===== config.mk =====
export PLATFORM = sky130hd
export DESIGN_NAME = jellyvl_etherneco_packet_rx_flat
export DESIGN_NICKNAME = d
export VERILOG_FILES = /design/src/rtl/jellyvl_etherneco_packet_pkg.sv /design/src/rtl/jellyvl_etherneco_packet_rx_if.sv /design/src/rtl/jelly2_calc_crc.sv /design/src/rtl/jellyvl_etherneco_packet_rx.sv /design/src/flat_wrapper.sv
export SDC_FILE = /design/constraint.sdc
export NUM_CORES = 1
export LEC_CHECK = 0
export BUFFER_PORTS_ARGS = -buffer_cell sky130_fd_sc_hd__buf_2
export CAP_MARGIN = 20
export CELL_PAD_IN_SITES_DETAIL_PLACEMENT = 0
export CELL_PAD_IN_SITES_GLOBAL_PLACEMENT = 2
export CORE_MARGIN = 1
export CORE_UTILIZATION = 37
export DETAILED_ROUTE_END_ITERATION = 8
export GPL_TIMING_DRIVEN = 0
export PLACE_DENSITY_LB_ADDON = 0.1
export SYNTH_ARGS = -nofsm -noshare
export SYNTH_HDL_FRONTEND = slang
export SYNTH_HIERARCHICAL = 1
export SYNTH_SLANG_ARGS = --single-unit

===== constraint.sdc =====
create_clock -name clk -period 4.1 [get_ports clk]
set_clock_uncertainty 0.15 [all_clocks]
set_input_delay 0.82 -clock clk [delete_from_list [all_inputs] [get_ports clk]]
set_output_delay 0.82 -clock clk [all_outputs]
set_load 0.05 [all_outputs]

===== src/rtl/jellyvl_etherneco_packet_pkg.sv =====
// Shared definitions for the etherneco packet stages (TX and RX).
//   state_t       : parser/generator states, one-hot encoded
//   PREAMBLE_BYTE : preamble filler byte
//   SFD_BYTE      : start-of-frame delimiter
//   FCS_BYTES     : number of FCS bytes trailing the payload
package jellyvl_etherneco_packet_pkg;

    localparam int         BYTE_WIDTH    = 8;
    localparam logic [7:0] PREAMBLE_BYTE = 8'h55;
    localparam logic [7:0] SFD_BYTE      = 8'hD5;
    localparam int         FCS_BYTES     = 4;

    typedef enum logic [7:0] {
        IDLE     = 8'b0000_0001,
        PREAMBLE = 8'b0000_0010,
        LENGTH   = 8'b0000_0100,
        TYPE     = 8'b0000_1000,
        NODE     = 8'b0001_0000,
        PAYLOAD  = 8'b0010_0000,
        FCS      = 8'b0100_0000,
        ERROR    = 8'b1000_0000
    } state_t;

endpackage


===== src/rtl/jellyvl_etherneco_packet_rx_if.sv =====
// Byte-stream bundle used for both the framed RX input and the payload output.
//   first : first byte of the stream unit
//   last  : last byte of the stream unit
//   data  : byte
//   valid : byte strobe (no back-pressure)
// master drives the stream, slave receives it.
interface jellyvl_etherneco_packet_rx_if;
    import jellyvl_etherneco_packet_pkg::*;

    logic                  first;
    logic                  last;
    logic [BYTE_WIDTH-1:0] data;
    logic                  valid;

    modport master (output first, output last, output data, output valid);
    modport slave  (input  first, input  last, input  data, input  valid);
endinterface


===== src/rtl/jelly2_calc_crc.sv =====
// Byte-serial CRC engine with a registered result.
//   reset     : synchronous, active high; loads all ones
//   clk, cke  : clock and clock enable
//   in_update : 0 restarts from the all-ones seed with this word, 1 continues
//   in_data   : data word, processed MSB first (LSB first when REVERSED)
//   in_valid  : word strobe
//   out_crc   : CRC over all words since the last restart (no final XOR)
module jelly2_calc_crc #(
    parameter int                   DATA_WIDTH = 8,
    parameter int                   CRC_WIDTH  = 32,
    parameter logic [CRC_WIDTH-1:0] POLY_REPS  = 32'h04C11DB7,
    parameter bit                   REVERSED   = 1'b0
) (
    input  logic                  reset,
    input  logic                  clk,
    input  logic                  cke,
    input  logic                  in_update,
    input  logic [DATA_WIDTH-1:0] in_data,
    input  logic                  in_valid,
    output logic [CRC_WIDTH-1:0]  out_crc
);

    logic [CRC_WIDTH-1:0] crc_reg;
    logic [CRC_WIDTH-1:0] poly_refl;

    // bit-mirrored polynomial for the reflected form
    genvar gi;
    generate
        for (gi = 0; gi < CRC_WIDTH; gi++) begin : g_refl
            assign poly_refl[gi] = POLY_REPS[CRC_WIDTH-1-gi];
        end
    endgenerate

    function automatic logic [CRC_WIDTH-1:0] crc_step(
        input logic [CRC_WIDTH-1:0]  crc,
        input logic [DATA_WIDTH-1:0] data
    );
        logic [CRC_WIDTH-1:0] c;
        logic                 fb;
        c = crc;
        for (int i = 0; i < DATA_WIDTH; i++) begin
            if (REVERSED) begin
                fb = c[0] ^ data[i];
                c  = c >> 1;
                if (fb) c = c ^ poly_refl;
            end else begin
                fb = c[CRC_WIDTH-1] ^ data[DATA_WIDTH-1-i];
                c  = c << 1;
                if (fb) c = c ^ POLY_REPS;
            end
        end
        return c;
    endfunction

    always_ff @(posedge clk) begin
        if (reset) begin
            crc_reg <= '1;
        end else if (cke && in_valid) begin
            crc_reg <= crc_step(in_update ? crc_reg : '1, in_data);
        end
    end

    assign out_crc = crc_reg;

endmodule


===== src/rtl/jellyvl_etherneco_packet_rx.sv =====
// Receive-side parser for the etherneco framed byte stream.
// Frame: 0x55 x1..PREAMBLE_MAX, 0xD5, LENGTH(2, LSB first, = payload-1),
//        TYPE, NODE, PAYLOAD(LENGTH+1), FCS(4, LSB first, CRC-32 over LENGTH..PAYLOAD).
//   clk, reset_n       : clock, synchronous active-low reset
//   s_rx               : framed input bytes (slave, cannot be stalled)
//   m_header_valid     : pulse, m_length/m_type/m_node updated
//   m_payload          : payload bytes (master), first/last mark the payload bounds
//   m_done             : pulse, frame finished; m_crc_ok / m_error qualify it
// All outputs are registered one cycle after the accepted byte.
module jellyvl_etherneco_packet_rx
    import jellyvl_etherneco_packet_pkg::*;
#(
    parameter int          PREAMBLE_MAX = 7,
    parameter logic [31:0] CRC_POLY     = 32'h04C11DB7
) (
    input  logic                                clk,
    input  logic                                reset_n,
    jellyvl_etherneco_packet_rx_if.slave        s_rx,
    output logic                                m_header_valid,
    output logic [15:0]                         m_length,
    output logic [7:0]                          m_type,
    output logic [7:0]                          m_node,
    jellyvl_etherneco_packet_rx_if.master       m_payload,
    output logic                                m_done,
    output logic                                m_crc_ok,
    output logic                                m_error
);

    localparam int                CNT_W   = $clog2(PREAMBLE_MAX + 1);
    localparam logic [CNT_W-1:0]  CNT_MAX = CNT_W'(PREAMBLE_MAX);

    state_t             state_reg;
    logic [CNT_W-1:0]   cnt_reg;
    logic               len_hi_reg;
    logic [15:0]        len_reg;
    logic [7:0]         type_reg;
    logic [15:0]        rem_reg;
    logic [1:0]         fcs_cnt_reg;
    logic [23:0]        fcs_shift_reg;
    // set when the frame's m_done was already issued on entry to ERROR,
    // so the closing s_rx_last does not report the same frame twice
    logic               err_reported_reg;

    logic               pay_first_reg;
    logic               pay_last_reg;
    logic [7:0]         pay_data_reg;
    logic               pay_valid_reg;

    logic               crc_update;
    logic               crc_valid;
    logic [31:0]        crc_value;
    logic               early_last;

    // CRC covers LENGTH..PAYLOAD; first LENGTH byte reseeds it, FCS leaves it frozen
    always_comb begin
        crc_valid  = 1'b0;
        crc_update = 1'b1;
        if (s_rx.valid && !s_rx.first) begin
            case (state_reg)
                LENGTH: begin
                    crc_valid  = 1'b1;
                    crc_update = len_hi_reg;
                end
                TYPE, NODE, PAYLOAD: crc_valid = 1'b1;
                default: ;
            endcase
        end
    end

    jelly2_calc_crc #(
        .DATA_WIDTH (8),
        .CRC_WIDTH  (32),
        .POLY_REPS  (CRC_POLY),
        .REVERSED   (1'b0)
    ) u_calc_crc (
        .reset      (!reset_n),
        .clk        (clk),
        .cke        (1'b1),
        .in_update  (crc_update),
        .in_data    (s_rx.data),
        .in_valid   (crc_valid),
        .out_crc    (crc_value)
    );

    // s_rx_last anywhere short of the 4th FCS byte is an abort
    assign early_last = s_rx.last && !(state_reg == FCS && fcs_cnt_reg == 2'd3);

    always_ff @(posedge clk) begin
        if (!reset_n) begin
            state_reg        <= IDLE;
            cnt_reg          <= '0;
            len_hi_reg       <= 1'b0;
            len_reg          <= '0;
            type_reg         <= '0;
            rem_reg          <= '0;
            fcs_cnt_reg      <= '0;
            fcs_shift_reg    <= '0;
            err_reported_reg <= 1'b0;
            pay_first_reg    <= 1'b0;
            pay_last_reg     <= 1'b0;
            pay_data_reg     <= '0;
            pay_valid_reg    <= 1'b0;
            m_header_valid   <= 1'b0;
            m_length         <= '0;
            m_type           <= '0;
            m_node           <= '0;
            m_done           <= 1'b0;
            m_crc_ok         <= 1'b0;
            m_error          <= 1'b0;
        end else begin
            m_header_valid <= 1'b0;
            pay_valid_reg  <= 1'b0;
            pay_first_reg  <= 1'b0;
            pay_last_reg   <= 1'b0;
            m_done         <= 1'b0;
            m_crc_ok       <= 1'b0;
            m_error        <= 1'b0;

            if (s_rx.valid) begin
                if (s_rx.first && state_reg != IDLE) begin
                    // close the running frame and reuse this byte as a new start
                    if (!(state_reg == ERROR && err_reported_reg)) begin
                        m_done  <= 1'b1;
                        m_error <= 1'b1;
                    end
                    err_reported_reg <= 1'b0;
                    if (s_rx.data == PREAMBLE_BYTE && !s_rx.last) begin
                        state_reg <= PREAMBLE;
                        cnt_reg   <= CNT_W'(1);
                    end else begin
                        state_reg <= IDLE;
                    end
                end else if (state_reg == IDLE) begin
                    if (s_rx.first && s_rx.data == PREAMBLE_BYTE && !s_rx.last) begin
                        state_reg <= PREAMBLE;
                        cnt_reg   <= CNT_W'(1);
                    end
                end else if (state_reg == ERROR) begin
                    if (s_rx.last) begin
                        if (!err_reported_reg) begin
                            m_done  <= 1'b1;
                            m_error <= 1'b1;
                        end
                        err_reported_reg <= 1'b0;
                        state_reg        <= IDLE;
                    end
                end else if (early_last) begin
                    m_done    <= 1'b1;
                    m_error   <= 1'b1;
                    state_reg <= IDLE;
                end else begin
                    case (state_reg)
                        PREAMBLE: begin
                            if (s_rx.data == PREAMBLE_BYTE && cnt_reg < CNT_MAX) begin
                                cnt_reg <= cnt_reg + CNT_W'(1);
                            end else if (s_rx.data == SFD_BYTE) begin
                                len_hi_reg <= 1'b0;
                                state_reg  <= LENGTH;
                            end else begin
                                state_reg <= ERROR;
                            end
                        end
                        LENGTH: begin
                            if (!len_hi_reg) begin
                                len_reg[7:0] <= s_rx.data;
                                len_hi_reg   <= 1'b1;
                            end else begin
                                len_reg[15:8] <= s_rx.data;
                                state_reg     <= TYPE;
                            end
                        end
                        TYPE: begin
                            type_reg  <= s_rx.data;
                            state_reg <= NODE;
                        end
                        NODE: begin
                            m_length       <= len_reg;
                            m_type         <= type_reg;
                            m_node         <= s_rx.data;
                            m_header_valid <= 1'b1;
                            rem_reg        <= len_reg;
                            state_reg      <= PAYLOAD;
                        end
                        PAYLOAD: begin
                            pay_valid_reg <= 1'b1;
                            pay_data_reg  <= s_rx.data;
                            pay_first_reg <= (rem_reg == len_reg);
                            pay_last_reg  <= (rem_reg == 16'd0);
                            if (rem_reg == 16'd0) begin
                                fcs_cnt_reg <= 2'd0;
                                state_reg   <= FCS;
                            end else begin
                                rem_reg <= rem_reg - 16'd1;
                            end
                        end
                        FCS: begin
                            fcs_shift_reg <= {s_rx.data, fcs_shift_reg[23:8]};
                            fcs_cnt_reg   <= fcs_cnt_reg + 2'd1;
                            if (fcs_cnt_reg == 2'd3) begin
                                m_done <= 1'b1;
                                if (s_rx.last) begin
                                    m_crc_ok  <= ({s_rx.data, fcs_shift_reg} == crc_value);
                                    state_reg <= IDLE;
                                end else begin
                                    m_error          <= 1'b1;
                                    err_reported_reg <= 1'b1;
                                    state_reg        <= ERROR;
                                end
                            end
                        end
                        default: state_reg <= IDLE;
                    endcase
                end
            end
        end
    end

    assign m_payload.first = pay_first_reg;
    assign m_payload.last  = pay_last_reg;
    assign m_payload.data  = pay_data_reg;
    assign m_payload.valid = pay_valid_reg;

endmodule


===== src/flat_wrapper.sv =====
// flat-port wrapper written by rule: the top's interface ports become plain ports
module jellyvl_etherneco_packet_rx_flat import jellyvl_etherneco_packet_pkg::*;
#(
    parameter int          PREAMBLE_MAX = 7,
    parameter logic [31:0] CRC_POLY     = 32'h04C11DB7
)
  (clk, reset_n, m_header_valid, m_length, m_type, m_node, m_done, m_crc_ok, m_error, s_rx_first, s_rx_last, s_rx_data, s_rx_valid, m_payload_first, m_payload_last, m_payload_data, m_payload_valid);
  jellyvl_etherneco_packet_rx_if s_rx_i ();
  jellyvl_etherneco_packet_rx_if m_payload_i ();
  input  logic clk;
  input  logic reset_n;
  output logic m_header_valid;
  output logic [15:0] m_length;
  output logic [7:0] m_type;
  output logic [7:0] m_node;
  output logic m_done;
  output logic m_crc_ok;
  output logic m_error;
  input wire logic [$bits(s_rx_i.first)-1:0] s_rx_first;
  input wire logic [$bits(s_rx_i.last)-1:0] s_rx_last;
  input wire logic [$bits(s_rx_i.data)-1:0] s_rx_data;
  input wire logic [$bits(s_rx_i.valid)-1:0] s_rx_valid;
  output wire logic [$bits(m_payload_i.first)-1:0] m_payload_first;
  output wire logic [$bits(m_payload_i.last)-1:0] m_payload_last;
  output wire logic [$bits(m_payload_i.data)-1:0] m_payload_data;
  output wire logic [$bits(m_payload_i.valid)-1:0] m_payload_valid;
  assign s_rx_i.first = s_rx_first;
  assign s_rx_i.last = s_rx_last;
  assign s_rx_i.data = s_rx_data;
  assign s_rx_i.valid = s_rx_valid;
  assign m_payload_first = m_payload_i.first;
  assign m_payload_last = m_payload_i.last;
  assign m_payload_data = m_payload_i.data;
  assign m_payload_valid = m_payload_i.valid;
  jellyvl_etherneco_packet_rx #(.PREAMBLE_MAX(PREAMBLE_MAX), .CRC_POLY(CRC_POLY)) u_core (.clk(clk), .reset_n(reset_n), .s_rx(s_rx_i), .m_header_valid(m_header_valid), .m_length(m_length), .m_type(m_type), .m_node(m_node), .m_payload(m_payload_i), .m_done(m_done), .m_crc_ok(m_crc_ok), .m_error(m_error));
endmodule

==> run_summary.xml, run 1 <==
<?xml version="1.0" encoding="UTF-8"?>
<metrics>
  <group name="status">
    <metric name="run_status" unit="">finished, final reports clean</metric>
  </group>
  <group name="synth">
    <metric name="syn-instance-count" unit="">1010</metric>
    <metric name="synthArstFlopShare" unit="%">0</metric>
    <metric name="netlist.area_leader.share" unit="%">37.6</metric>
    <metric name="syn_area_per_cell" unit="µm²">8.32</metric>
    <metric name="synth.top_cells.by_area" unit="">dfxtp_1 38%, xnor2_1 8.2%, nand2_1 8.2%</metric>
    <metric name="yosysWarnings" unit="">6</metric>
    <metric name="netlist.top_cell.by_area" unit="">dfxtp_1</metric>
    <metric name="synth_sequential_area_ratio" unit="%">37.6</metric>
    <metric name="ys_seq_elements" unit="">158</metric>
    <metric name="synthesis.area" unit="µm²">8400</metric>
    <metric name="number_of_unique_standard_cell_types_used_by_synthesis" unit="">75</metric>
    <metric name="synth_enable_flop_cells" unit="">0</metric>
    <metric name="synth-main-ff-cell" unit="">dfxtp_1</metric>
  </group>
  <group name="floorplanning">
    <metric name="initial_core_util" unit="%">38.2</metric>
    <metric name="width_of_the_die" unit="µm">153</metric>
    <metric name="die-area" unit="µm²">23300</metric>
    <metric name="io_pins" unit="">60</metric>
    <metric name="die_height" unit="µm">153</metric>
    <metric name="core.rowCount" unit="">54</metric>
    <metric name="floorplan.core_area" unit="µm²">22000</metric>
  </group>
  <group name="placement">
    <metric name="detailed_place_hpwl" unit="µm">19300</metric>
    <metric name="routabilityCongestion" unit="">0.857</metric>
    <metric name="io_buffers" unit="">56</metric>
    <metric name="dp_cells" unit="">1347</metric>
  </group>
  <group name="timing">
    <metric name="tcrit_tclk_final" unit="%">90.4</metric>
    <metric name="fin_setup_tns" unit="ns">0</metric>
    <metric name="max_freq" unit="MHz">270</metric>
    <metric name="slew_headroom" unit="%">41.9</metric>
    <metric name="final_setup_fails" unit="">0</metric>
    <metric name="finalHoldViolations" unit="">0</metric>
    <metric name="worst_slew_pin_slew" unit="ns">0.871</metric>
    <metric name="unrepaired_setup_endpoints_after_global_routing" unit="">no</metric>
    <metric name="slew_viol_final" unit="">0</metric>
    <metric name="min_period" unit="ns">3.71</metric>
  </group>
  <group name="global_route">
    <metric name="global_route.usage.total" unit="%">23.2</metric>
    <metric name="grt_antenna_before_repair" unit="">1</metric>
    <metric name="grt_start_max_net_pins" unit="">20</metric>
    <metric name="via_count_of_the_first_global_routing_pass" unit="">7068</metric>
    <metric name="wire_length_of_the_first_global_routing_pass" unit="µm">41500</metric>
    <metric name="grt-ovfl-total" unit="">0</metric>
  </group>
  <group name="routing">
    <metric name="drtIter0Drc" unit="">430</metric>
    <metric name="route.antenna.remaining_nets" unit="">0</metric>
    <metric name="number_of_detailed_route_iterations_in_the_first_pass" unit="">7</metric>
    <metric name="routed_via_density" unit="">5.26</metric>
    <metric name="wl_per_cell" unit="µm">19.2</metric>
    <metric name="routed_wirelength" unit="µm">26500</metric>
    <metric name="drc" unit="">0</metric>
    <metric name="routed-via-count" unit="">7265</metric>
  </group>
  <group name="clock_network">
    <metric name="cts_max_path_buffers" unit="">2</metric>
    <metric name="cts-hold-fix-buffers" unit="">0</metric>
    <metric name="cts_inserted_buffers" unit="">17</metric>
    <metric name="cts_post_setup_buffers_inserted" unit="">0</metric>
    <metric name="h-tree-depth" unit="">4</metric>
    <metric name="postCtsResizedCells" unit="">0</metric>
    <metric name="clock-root-buffer" unit="">clkbuf_16</metric>
    <metric name="cts_sinks" unit="">158</metric>
    <metric name="clk_pin_slew" unit="ns">0.08</metric>
    <metric name="insertion_delay" unit="ns">0.43</metric>
    <metric name="tritoncts_clock_tree" unit="">done</metric>
  </group>
  <group name="cells_and_area">
    <metric name="areaGrowthSynthToFinish" unit="%">15.0</metric>
    <metric name="instances_no_fill" unit="">1380</metric>
    <metric name="final_util" unit="%">43.9</metric>
    <metric name="final_net_count" unit="">1104</metric>
    <metric name="layout_cells_sized_above_1" unit="%">13.5</metric>
    <metric name="largest_register_ffs" unit="">32</metric>
    <metric name="antenna_cells_inserted" unit="">0</metric>
  </group>
  <group name="setup_path">
    <metric name="critPathRequiredTime" unit="ns">4.26</metric>
    <metric name="cp-start-kind" unit="">flip-flop</metric>
    <metric name="setup.worst_path.class" unit="">flip-flop to flip-flop</metric>
    <metric name="timing.critical_path.fanout_max" unit="">10</metric>
    <metric name="arrival" unit="ns">3.87</metric>
    <metric name="worst_setup_path_end_kind" unit="">flip-flop</metric>
  </group>
  <group name="power">
    <metric name="comb_power_share" unit="%">8.6</metric>
    <metric name="power_per_cell_area" unit="nW/µm²">357</metric>
    <metric name="share_clk_of_total_power" unit="%">46.7</metric>
    <metric name="netSwitchingFraction" unit="%">28.4</metric>
    <metric name="power_report.internal_total" unit="µW">2470</metric>
    <metric name="share_seq_of_total_power" unit="%">44.7</metric>
    <metric name="total_switching_power" unit="µW">978</metric>
    <metric name="total_leakage_power" unit="µW">0.00399</metric>
    <metric name="power.total" unit="µW">3450</metric>
    <metric name="irDropWorstVdd" unit="mV">0.193</metric>
  </group>
  <group name="min_path">
    <metric name="min-delay-path-class" unit="">flip-flop to flip-flop</metric>
  </group>
  <group name="run">
    <metric name="maxCapViolations" unit="">0</metric>
  </group>
</metrics>
[Yosys cell counts (all sizes together), types with 4 or more instances]
cell and count:
nand4 13, ha 4, nand3b 4, dfxtp 158, buf 23, nor4 13
o41ai 6, nand2 185, nor3 27, nor2 98, xor2 53, inv 11
nor2b 5, mux2i 40, and3 6, a211oi 9, o21ai 19, nand3 22
o211ai 35, o31ai 5, xnor2 81, a31oi 4, and2 4, clkbuf 46
nand2b 15, a21oi 82
[routing by layer]
layer  vias to the layer above  wire length [µm]  global-route usage (%)
met1                      3492             12800                    31.4
met3                        22               915                    3.81
met2                       134             12500                    38.6
met5                         -                 0                       0
met4                         0               293                    5.48
li1                       3617                 -                       -
[cell usage in the layout, fill, tap and decap left out, drive strengths merged, types with 4 or more instances in the layout]
| cell | Yosys | layout |
|---|---|---|
| nor2 | 98 | 98 |
| o41ai | 6 | 6 |
| nand4 | 13 | 13 |
| dfxtp | 158 | 158 |
| ha | 4 | 4 |
| nor4 | 13 | 13 |
| mux2i | 40 | 40 |
| xor2 | 53 | 53 |
| xnor2 | 81 | 81 |
| o211ai | 35 | 35 |
| o21ai | 19 | 19 |
| nor2b | 5 | 5 |
| nand2 | 185 | 185 |
| nand3b | 4 | 4 |
| a31oi | 4 | 4 |
| clkinv | 0 | 9 |
| inv | 11 | 16 |
| buf | 23 | 80 |
| a211oi | 9 | 9 |
| o31ai | 5 | 5 |
| clkbuf | 46 | 63 |
| and3 | 6 | 6 |
| nor3 | 27 | 27 |
| and2 | 4 | 4 |
| nand2b | 15 | 15 |
| a21oi | 82 | 82 |
| nand3 | 22 | 22 |
[final timing paths]
| check | startpoint | end | slack, ns | cells after the start |
|---|---|---|---|---|
| setup / recovery | u_core/state_reg[7]$_SDFFE_PN0P_ | u_core/u_calc_crc/out_crc[8]$_SDFFE_PP1P_ | 0.39 | 11 |
| hold / removal | u_core/m_type[2]$_SDFFE_PN0P_ | u_core/m_type[2]$_SDFFE_PN0P_ | 0.30 | 2 |
| setup reg to reg | u_core/state_reg[7]$_SDFFE_PN0P_ | u_core/u_calc_crc/out_crc[8]$_SDFFE_PP1P_ | 0.39 | 11 |
| hold reg to reg | u_core/m_type[2]$_SDFFE_PN0P_ | u_core/m_type[2]$_SDFFE_PN0P_ | 0.30 | 2 |
[power by group through the flow]
stage / registers, µW / clock network [µW] / logic [µW]
detailed placement: 1580 / 0 / 297
global placement: 1580 / 0 / 298
floorplan: 1580 / 0 / 212
global route: 1540 / 1720 / 320
CTS: 1540 / 1650 / 298
finish: 1540 / 1610 / 298
[cells by family (layout without fill, tap and decap cells)]
group	after synthesis	count (layout)	synth area share (%)
compound gates	184	184	14.6
xor+xnor	135	135	14.4
fa+ha+maj	4	4	0.596
buf+inv	80	169	4.54
flops	158	158	37.6
mux	41	41	4.94
other cells	1	2	0.0446
simple gates	407	407	23.2
[through the flow]
stage	setup WS (ns)	hold WS [ns]	cell area [µm²]
after global routing	0.263	0.330	9660
final	0.393	0.302	9660
after floorplan	0.956	0.281	8410
after detailed placement	0.0715	0.292	9040
after global placement	-0.0468	0.292	9040
after CTS	0.196	0.304	9650
[worst max-delay path, cell delays in order, from the launching register on]
cell	delay, ns
dfxtp_1	0.39
or4_4	0.61
nor3_1	0.34
nand4b_1	0.16
buf_4	0.20
inv_1	0.17
buf_2	0.30
nor3_1	0.12
a211oi_1	0.34
o211ai_1	0.19
a2111oi_0	0.51
nor3_1	0.11
[layout make-up]
| type | count | area, µm² |
|---|---|---|
| clock buffers | 17 | 425 |
| flip-flops and latches | 158 | 3160 |
| multi-input cells | 773 | 4860 |
| fillers | 2275 | 12400 |
| clock inverters | 15 | 190 |
| plain buffers | 69 | 340 |
| well taps | 280 | 350 |
| inverters | 11 | 41.3 |
| repair buffers | 57 | 288 |
(Power assumes the default switching activity.)
==> run 2: changes to the inputs <==
--- a/config.mk
+++ b/config.mk
@@ -9,8 +9,7 @@
 export CAP_MARGIN = 20
 export CELL_PAD_IN_SITES_DETAIL_PLACEMENT = 0
 export CELL_PAD_IN_SITES_GLOBAL_PLACEMENT = 2
-export CORE_MARGIN = 1
-export CORE_UTILIZATION = 37
+export CORE_UTILIZATION = 40
 export DETAILED_ROUTE_END_ITERATION = 8
 export GPL_TIMING_DRIVEN = 0
 export PLACE_DENSITY_LB_ADDON = 0.1
==> constraint.sdc (replaced) <==
create_clock -name clk -period 4.3 [get_ports clk]
set_clock_uncertainty 0.15 [all_clocks]
set_input_delay 0.86 -clock clk [delete_from_list [all_inputs] [get_ports clk]]
set_output_delay 0.86 -clock clk [all_outputs]
set_load 0.05 [all_outputs]
==> run 2 against run 1 <==
Net effect:
- power down 3.7%
- sequential share of layout area up 0.14 points
- global-route usage up 1.6 points
- critical path depth down 1
- register-to-register slack better by 0.09 ns
- hold slack worse by 0.0019 ns
- via count down 0.51%
- clock power down 2%
- sequential cell count unchanged
- count of clock-buffer cells in the layout unchanged
==> run_summary.xml, run 2 (synthesized netlist as in run 1, its figures left out) <==
<?xml version="1.0" encoding="UTF-8"?>
<metrics>
  <group name="status">
    <metric name="run_status" unit="">finished, final reports clean</metric>
  </group>
  <group name="timing">
    <metric name="setup_slack_of_the_critical_path_after_layout" unit="ns">0.483</metric>
    <metric name="max_freq" unit="MHz">262</metric>
    <metric name="min_period" unit="ns">3.82</metric>
    <metric name="slew_viol_final" unit="">0</metric>
    <metric name="slew_headroom" unit="%">44.8</metric>
    <metric name="fin_setup_tns" unit="ns">0</metric>
    <metric name="worst_slew_pin_slew" unit="ns">0.823</metric>
    <metric name="tcrit_tclk_final" unit="%">88.8</metric>
    <metric name="unrepaired_setup_endpoints_after_global_routing" unit="">no</metric>
    <metric name="finalHoldViolations" unit="">0</metric>
    <metric name="fin_hold_ws" unit="ns">0.300</metric>
    <metric name="final_setup_fails" unit="">0</metric>
  </group>
  <group name="setup_path">
    <metric name="cp-start-kind" unit="">flip-flop</metric>
    <metric name="timing.reg2reg.setup_slack" unit="ns">0.48</metric>
    <metric name="critPathRequiredTime" unit="ns">4.44</metric>
    <metric name="critPathSlowestCell" unit="">xor3_2</metric>
    <metric name="timing.critical_path.cells" unit="">buf_6 -&gt; or4_4 -&gt; nor3_1 -&gt; nand4b_1 -&gt; nor2b_4 -&gt; xnor2_2 -&gt; xor3_2 -&gt; xnor2_2 -&gt; xnor2_1 -&gt; o211ai_2</metric>
    <metric name="worst_setup_path_end_kind" unit="">flip-flop</metric>
    <metric name="timing.critical_path.fanout_max" unit="">8</metric>
    <metric name="setup.worst_path.class" unit="">flip-flop to flip-flop</metric>
    <metric name="critical_path.max_stage_delay" unit="ns">0.58</metric>
    <metric name="arrival" unit="ns">3.96</metric>
    <metric name="crit_path_frequent_cell" unit="">xnor2_2</metric>
  </group>
  <group name="routing">
    <metric name="route.antenna.remaining_nets" unit="">0</metric>
    <metric name="number_of_detailed_route_iterations_in_the_first_pass" unit="">4</metric>
    <metric name="routed_via_density" unit="">5.28</metric>
    <metric name="drtIter0Drc" unit="">379</metric>
    <metric name="routed_wirelength" unit="µm">25900</metric>
    <metric name="wl_per_cell" unit="µm">18.9</metric>
    <metric name="routed-via-count" unit="">7228</metric>
    <metric name="drc" unit="">0</metric>
  </group>
  <group name="placement">
    <metric name="io_buffers" unit="">56</metric>
    <metric name="dp_cells" unit="">1337</metric>
    <metric name="post_detailed_placement_cell_area" unit="µm²">9020</metric>
    <metric name="dpl_worst_slack" unit="ns">0.378</metric>
    <metric name="detailed_place_hpwl" unit="µm">18900</metric>
    <metric name="routabilityCongestion" unit="">0.870</metric>
  </group>
  <group name="clock_network">
    <metric name="cts-hold-fix-buffers" unit="">0</metric>
    <metric name="insertion_delay" unit="ns">0.43</metric>
    <metric name="tritoncts_clock_tree" unit="">done</metric>
    <metric name="cts_inserted_buffers" unit="">17</metric>
    <metric name="clock-root-buffer" unit="">clkbuf_16</metric>
    <metric name="cts_post_setup_buffers_inserted" unit="">0</metric>
    <metric name="postCtsResizedCells" unit="">0</metric>
    <metric name="h-tree-depth" unit="">4</metric>
    <metric name="cts_max_path_buffers" unit="">2</metric>
    <metric name="clk_pin_slew" unit="ns">0.07</metric>
    <metric name="cts_sinks" unit="">158</metric>
  </group>
  <group name="cells_and_area">
    <metric name="layout_cells_sized_above_1" unit="%">13.5</metric>
    <metric name="mostFrequentLayoutCell" unit="">nand2_1</metric>
    <metric name="areaGrowthSynthToFinish" unit="%">14.5</metric>
    <metric name="largest_register_ffs" unit="">32</metric>
    <metric name="layout_filler_cell_count" unit="">2093</metric>
    <metric name="final_net_count" unit="">1103</metric>
    <metric name="final-seq-area" unit="µm²">3160</metric>
    <metric name="instances_no_fill" unit="">1369</metric>
    <metric name="antenna_cells_inserted" unit="">0</metric>
    <metric name="final_cell_mix" unit="">184 x nand2_1, 158 x dfxtp_1, 97 x nor2_1</metric>
    <metric name="design_area" unit="µm²">9620</metric>
    <metric name="multiInputGateArea" unit="µm²">4860</metric>
  </group>
  <group name="power">
    <metric name="power_per_cell_area" unit="nW/µm²">345</metric>
    <metric name="irDropWorstVdd" unit="mV">0.214</metric>
    <metric name="total_leakage_power" unit="µW">0.00398</metric>
  </group>
  <group name="global_route">
    <metric name="grt-ovfl-total" unit="">0</metric>
    <metric name="grt_use_met1" unit="%">32.9</metric>
    <metric name="global_route.usage.total" unit="%">24.8</metric>
    <metric name="grt_start_max_net_pins" unit="">17</metric>
    <metric name="grt_antenna_before_repair" unit="">0</metric>
    <metric name="grt_busiest_layer" unit="">met2</metric>
    <metric name="grt.met3_usage" unit="%">4.16</metric>
    <metric name="groute.layer.met2.usage" unit="%">42.1</metric>
    <metric name="via_count_of_the_first_global_routing_pass" unit="">7010</metric>
    <metric name="wire_length_of_the_first_global_routing_pass" unit="µm">40800</metric>
  </group>
  <group name="floorplanning">
    <metric name="floorplan.core_area" unit="µm²">20400</metric>
    <metric name="core.rowCount" unit="">52</metric>
    <metric name="width_of_the_die" unit="µm">147</metric>
    <metric name="die_height" unit="µm">147</metric>
    <metric name="io_pins" unit="">60</metric>
    <metric name="die-area" unit="µm²">21600</metric>
    <metric name="initial_core_util" unit="%">41.1</metric>
  </group>
  <group name="run">
    <metric name="maxCapViolations" unit="">0</metric>
  </group>
  <group name="min_path">
    <metric name="min-delay-path-class" unit="">flip-flop to flip-flop</metric>
  </group>
</metrics>
==> run 2: final timing paths <==
path / start / end / cells past startpoint
hold reg to reg: u_core/m_length[13]$_SDFFE_PN0P_ / u_core/m_length[13]$_SDFFE_PN0P_ / 2
setup / recovery: u_core/state_reg[4]$_SDFFE_PN0P_ / u_core/u_calc_crc/out_crc[10]$_SDFFE_PP1P_ / 10
hold / removal: u_core/m_length[13]$_SDFFE_PN0P_ / u_core/m_length[13]$_SDFFE_PN0P_ / 2
setup reg to reg: u_core/state_reg[4]$_SDFFE_PN0P_ / u_core/u_calc_crc/out_crc[10]$_SDFFE_PP1P_ / 10
==> run 2: worst max-delay path: cells and delay by family, from the launching register on <==
family,cells,cell delay (ns)
AND/OR/NAND/NOR,4,1.60
XOR/XNOR,4,1.42
flip-flops,1,0.31
buffers and inverters,1,0.12
AO/OA/AOI/OAI,1,0.09
==> run 2: per-stage QoR <==
step | power [µW] | utilization [%]
2_1_floorplan | 1710 | -
3_3_place_gp | 1780 | 44.2
3_5_place_dp | 1780 | 44.2
4_1_cts | 3350 | 47.1
5_1_grt | 3440 | 47.1
6_report | 3320 | 47.1
==> run 2: power by group <==
part | switching (µW) | total (µW) | internal, µW
combinational | 179 | 281 | 102
sequential | 4.45 | 1470 | 1470
clock | 693 | 1570 | 877
total | 877 | 3320 | 2440
==> run 2: layer usage <==
metal | part of all wire, % | up-vias | wire [µm]
met5 | 0 | - | 0
met4 | 0.83 | 0 | 214
met3 | 3.7 | 14 | 957
met2 | 48 | 147 | 12500
met1 | 47 | 3451 | 12200
li1 | - | 3616 | -
==> run 2: cell type report <==
cell class	count	area share (%)
multi-input cells	773	50.5
clock buffers	17	4.42
well taps	270	3.51
clock inverters	15	1.77
inverters	11	0.429
flip-flops and latches	158	32.9
plain buffers	69	3.54
repair buffers	56	2.91
==> run 3: changes to the inputs <==
--- a/config.mk
+++ b/config.mk
@@ -9,7 +9,7 @@
 export CAP_MARGIN = 20
 export CELL_PAD_IN_SITES_DETAIL_PLACEMENT = 0
 export CELL_PAD_IN_SITES_GLOBAL_PLACEMENT = 2
-export CORE_UTILIZATION = 40
+export CORE_UTILIZATION = 37
 export DETAILED_ROUTE_END_ITERATION = 8
 export GPL_TIMING_DRIVEN = 0
 export PLACE_DENSITY_LB_ADDON = 0.1
==> constraint.sdc (replaced) <==
create_clock -name clk -period 4.35 [get_ports clk]
set_clock_uncertainty 0.15 [all_clocks]
set_input_delay 0.87 -clock clk [delete_from_list [all_inputs] [get_ports clk]]
set_output_delay 0.87 -clock clk [all_outputs]
set_load 0.05 [all_outputs]
==> run 3 against run 2 <==
Net effect:
- worst setup slack got worse by 0.11 ns
- sequential share of layout area fell by 0.11 points
- via count rose by 0.58%
- critical path type unchanged
- hold slack improved by 0.0019 ns
- fmax fell by 4.1%
- sequential cell count did not move
- clock power fell by 3%
- critical endpoint is now u_core/u_calc_crc/out_crc[8]$_SDFFE_PP1P_
==> run_summary.xml, run 3 (synthesized netlist as in run 1, its figures left out) <==
<?xml version="1.0" encoding="UTF-8"?>
<metrics>
  <group name="setup_path">
    <metric name="critPathTopFamily" unit="">simple AND/OR/NAND/NOR gates</metric>
    <metric name="timing.critical_path.fanout_max" unit="">10</metric>
    <metric name="cp-start-kind" unit="">flip-flop</metric>
    <metric name="critPathSlowestCell" unit="">or4_4</metric>
    <metric name="worst_setup_path_end_kind" unit="">flip-flop</metric>
    <metric name="timing.critical_path.cells" unit="">or4_4 -&gt; nor3_1 -&gt; nand4b_1 -&gt; inv_1 -&gt; buf_2 -&gt; nor3_1 -&gt; a211oi_1 -&gt; o211ai_1 -&gt; a2111oi_0 -&gt; nor3_1</metric>
    <metric name="arrival" unit="ns">4.14</metric>
    <metric name="crit_path_frequent_cell" unit="">nor3_1</metric>
    <metric name="worst-path-buf-inv" unit="">2</metric>
    <metric name="setup.worst_path.class" unit="">flip-flop to flip-flop</metric>
    <metric name="critPathRequiredTime" unit="ns">4.51</metric>
    <metric name="critical_path.max_stage_delay" unit="ns">0.61</metric>
  </group>
  <group name="clock_network">
    <metric name="cts_post_setup_buffers_inserted" unit="">0</metric>
    <metric name="cts-hold-fix-buffers" unit="">0</metric>
    <metric name="h-tree-depth" unit="">4</metric>
    <metric name="insertion_delay" unit="ns">0.44</metric>
    <metric name="clock-root-buffer" unit="">clkbuf_16</metric>
    <metric name="cts_sinks" unit="">158</metric>
    <metric name="clk_pin_slew" unit="ns">0.08</metric>
    <metric name="cts_inserted_buffers" unit="">17</metric>
    <metric name="postCtsResizedCells" unit="">0</metric>
    <metric name="tritoncts_clock_tree" unit="">done</metric>
    <metric name="cts_max_path_buffers" unit="">2</metric>
  </group>
  <group name="global_route">
    <metric name="global_route.usage.total" unit="%">23.2</metric>
    <metric name="wire_length_of_the_first_global_routing_pass" unit="µm">41500</metric>
    <metric name="grt-ovfl-total" unit="">0</metric>
    <metric name="grt_antenna_before_repair" unit="">0</metric>
    <metric name="via_count_of_the_first_global_routing_pass" unit="">7068</metric>
    <metric name="grt_start_max_net_pins" unit="">20</metric>
  </group>
  <group name="cells_and_area">
    <metric name="final_util" unit="%">43.8</metric>
    <metric name="largest_register_ffs" unit="">32</metric>
    <metric name="antenna_cells_inserted" unit="">0</metric>
    <metric name="layout_filler_cell_count" unit="">2275</metric>
    <metric name="instances_no_fill" unit="">1379</metric>
    <metric name="final_net_count" unit="">1103</metric>
    <metric name="multiInputGateArea" unit="µm²">4860</metric>
    <metric name="mostFrequentLayoutCell" unit="">nand2_1</metric>
    <metric name="areaGrowthSynthToFinish" unit="%">14.9</metric>
    <metric name="final-seq-area" unit="µm²">3160</metric>
    <metric name="final_cell_mix" unit="">184 x nand2_1, 158 x dfxtp_1, 97 x nor2_1</metric>
    <metric name="layout_cells_sized_above_1" unit="%">13.5</metric>
  </group>
  <group name="floorplanning">
    <metric name="core.rowCount" unit="">54</metric>
    <metric name="die_height" unit="µm">153</metric>
    <metric name="initial_core_util" unit="%">38.2</metric>
    <metric name="die-area" unit="µm²">23300</metric>
    <metric name="floorplan.core_area" unit="µm²">22000</metric>
    <metric name="width_of_the_die" unit="µm">153</metric>
    <metric name="io_pins" unit="">60</metric>
  </group>
  <group name="placement">
    <metric name="routabilityCongestion" unit="">0.857</metric>
    <metric name="detailed_place_hpwl" unit="µm">19300</metric>
    <metric name="dp_cells" unit="">1347</metric>
    <metric name="io_buffers" unit="">56</metric>
  </group>
  <group name="timing">
    <metric name="tcrit_tclk_final" unit="%">91.5</metric>
    <metric name="unrepaired_setup_endpoints_after_global_routing" unit="">no</metric>
    <metric name="fin_setup_tns" unit="ns">0</metric>
    <metric name="slew_headroom" unit="%">42.4</metric>
    <metric name="final_setup_fails" unit="">0</metric>
    <metric name="min_period" unit="ns">3.98</metric>
    <metric name="finalHoldViolations" unit="">0</metric>
    <metric name="slew_viol_final" unit="">0</metric>
    <metric name="max_freq" unit="MHz">251</metric>
    <metric name="worst_slew_pin_slew" unit="ns">0.865</metric>
  </group>
  <group name="routing">
    <metric name="wl_per_cell" unit="µm">19.3</metric>
    <metric name="routed_via_density" unit="">5.27</metric>
    <metric name="route.antenna.remaining_nets" unit="">0</metric>
    <metric name="routed_wirelength" unit="µm">26600</metric>
    <metric name="drtIter0Drc" unit="">410</metric>
    <metric name="number_of_detailed_route_iterations_in_the_first_pass" unit="">6</metric>
    <metric name="drc" unit="">0</metric>
    <metric name="routed-via-count" unit="">7270</metric>
  </group>
  <group name="min_path">
    <metric name="min-delay-path-class" unit="">flip-flop to flip-flop</metric>
  </group>
  <group name="power">
    <metric name="irDropWorstVdd" unit="mV">0.183</metric>
    <metric name="power_per_cell_area" unit="nW/µm²">337</metric>
    <metric name="total_leakage_power" unit="µW">0.00398</metric>
  </group>
  <group name="status">
    <metric name="run_status" unit="">finished, final reports clean</metric>
  </group>
  <group name="run">
    <metric name="maxCapViolations" unit="">0</metric>
  </group>
</metrics>
[run 3: cell count changes in the layout (fill, tap and decap cells not counted)]
cell,delta
inv_6,-6
clkinv_8,+7
inv_8,+1
clkinv_4,+2
bufinv_16,-2
clkinv_2,-2
[run 3: area by class of cell]
type	instances	share of cell area, %
plain buffers	69	3.53
clock buffers	17	4.41
clock inverters	15	1.97
inverters	11	0.428
multi-input cells	773	50.4
flip-flops and latches	158	32.8
well taps	280	3.63
repair buffers	56	2.90
[run 3: worst paths after layout]
path                                         start                                   endpoint  slack [ns]  cells past startpoint
setup / recovery  u_core/state_reg[7]$_SDFFE_PN0P_  u_core/u_calc_crc/out_crc[8]$_SDFFE_PP1P_        0.37                     10
setup reg to reg  u_core/state_reg[7]$_SDFFE_PN0P_  u_core/u_calc_crc/out_crc[8]$_SDFFE_PP1P_        0.37                     10
hold / removal       u_core/m_type[2]$_SDFFE_PN0P_              u_core/m_type[2]$_SDFFE_PN0P_        0.30                      2
hold reg to reg      u_core/m_type[2]$_SDFFE_PN0P_              u_core/m_type[2]$_SDFFE_PN0P_        0.30                      2
[run 3: power breakdown]
| part | internal (µW) | switching [µW] |
|---|---|---|
| registers | 1450 | 4.41 |
| logic | 101 | 181 |
| clock network | 780 | 736 |
| total | 2330 | 922 |
[run 3: tightest hold or removal path, stage by stage (launching register included)]
cell and delay, ns:
dfxtp_1 0.31, nand2_1 0.05, a21oi_1 0.05
[run 3: layer usage]
metal / up-vias / GRT usage, % / part of all wire [%]
met5: - / 0 / 0
met4: 0 / 5.48 / 1.0
met3: 17 / 3.81 / 3.3
met2: 142 / 38.6 / 47
met1: 3495 / 31.4 / 49
li1: 3616 / - / -
[run 3: metrics by stage]
stage               cell area (µm²)  worst slack [ns]  hold slack (ns)  total power, µW
CTS                            9650             0.446            0.304             3290
finish                         9650             0.368            0.302             3250
global route                   9650             0.207            0.330             3370
global placement               9040             0.153            0.292             1770
floorplan                      8410              1.16            0.281             1690
detailed placement             9040             0.272            0.292             1770
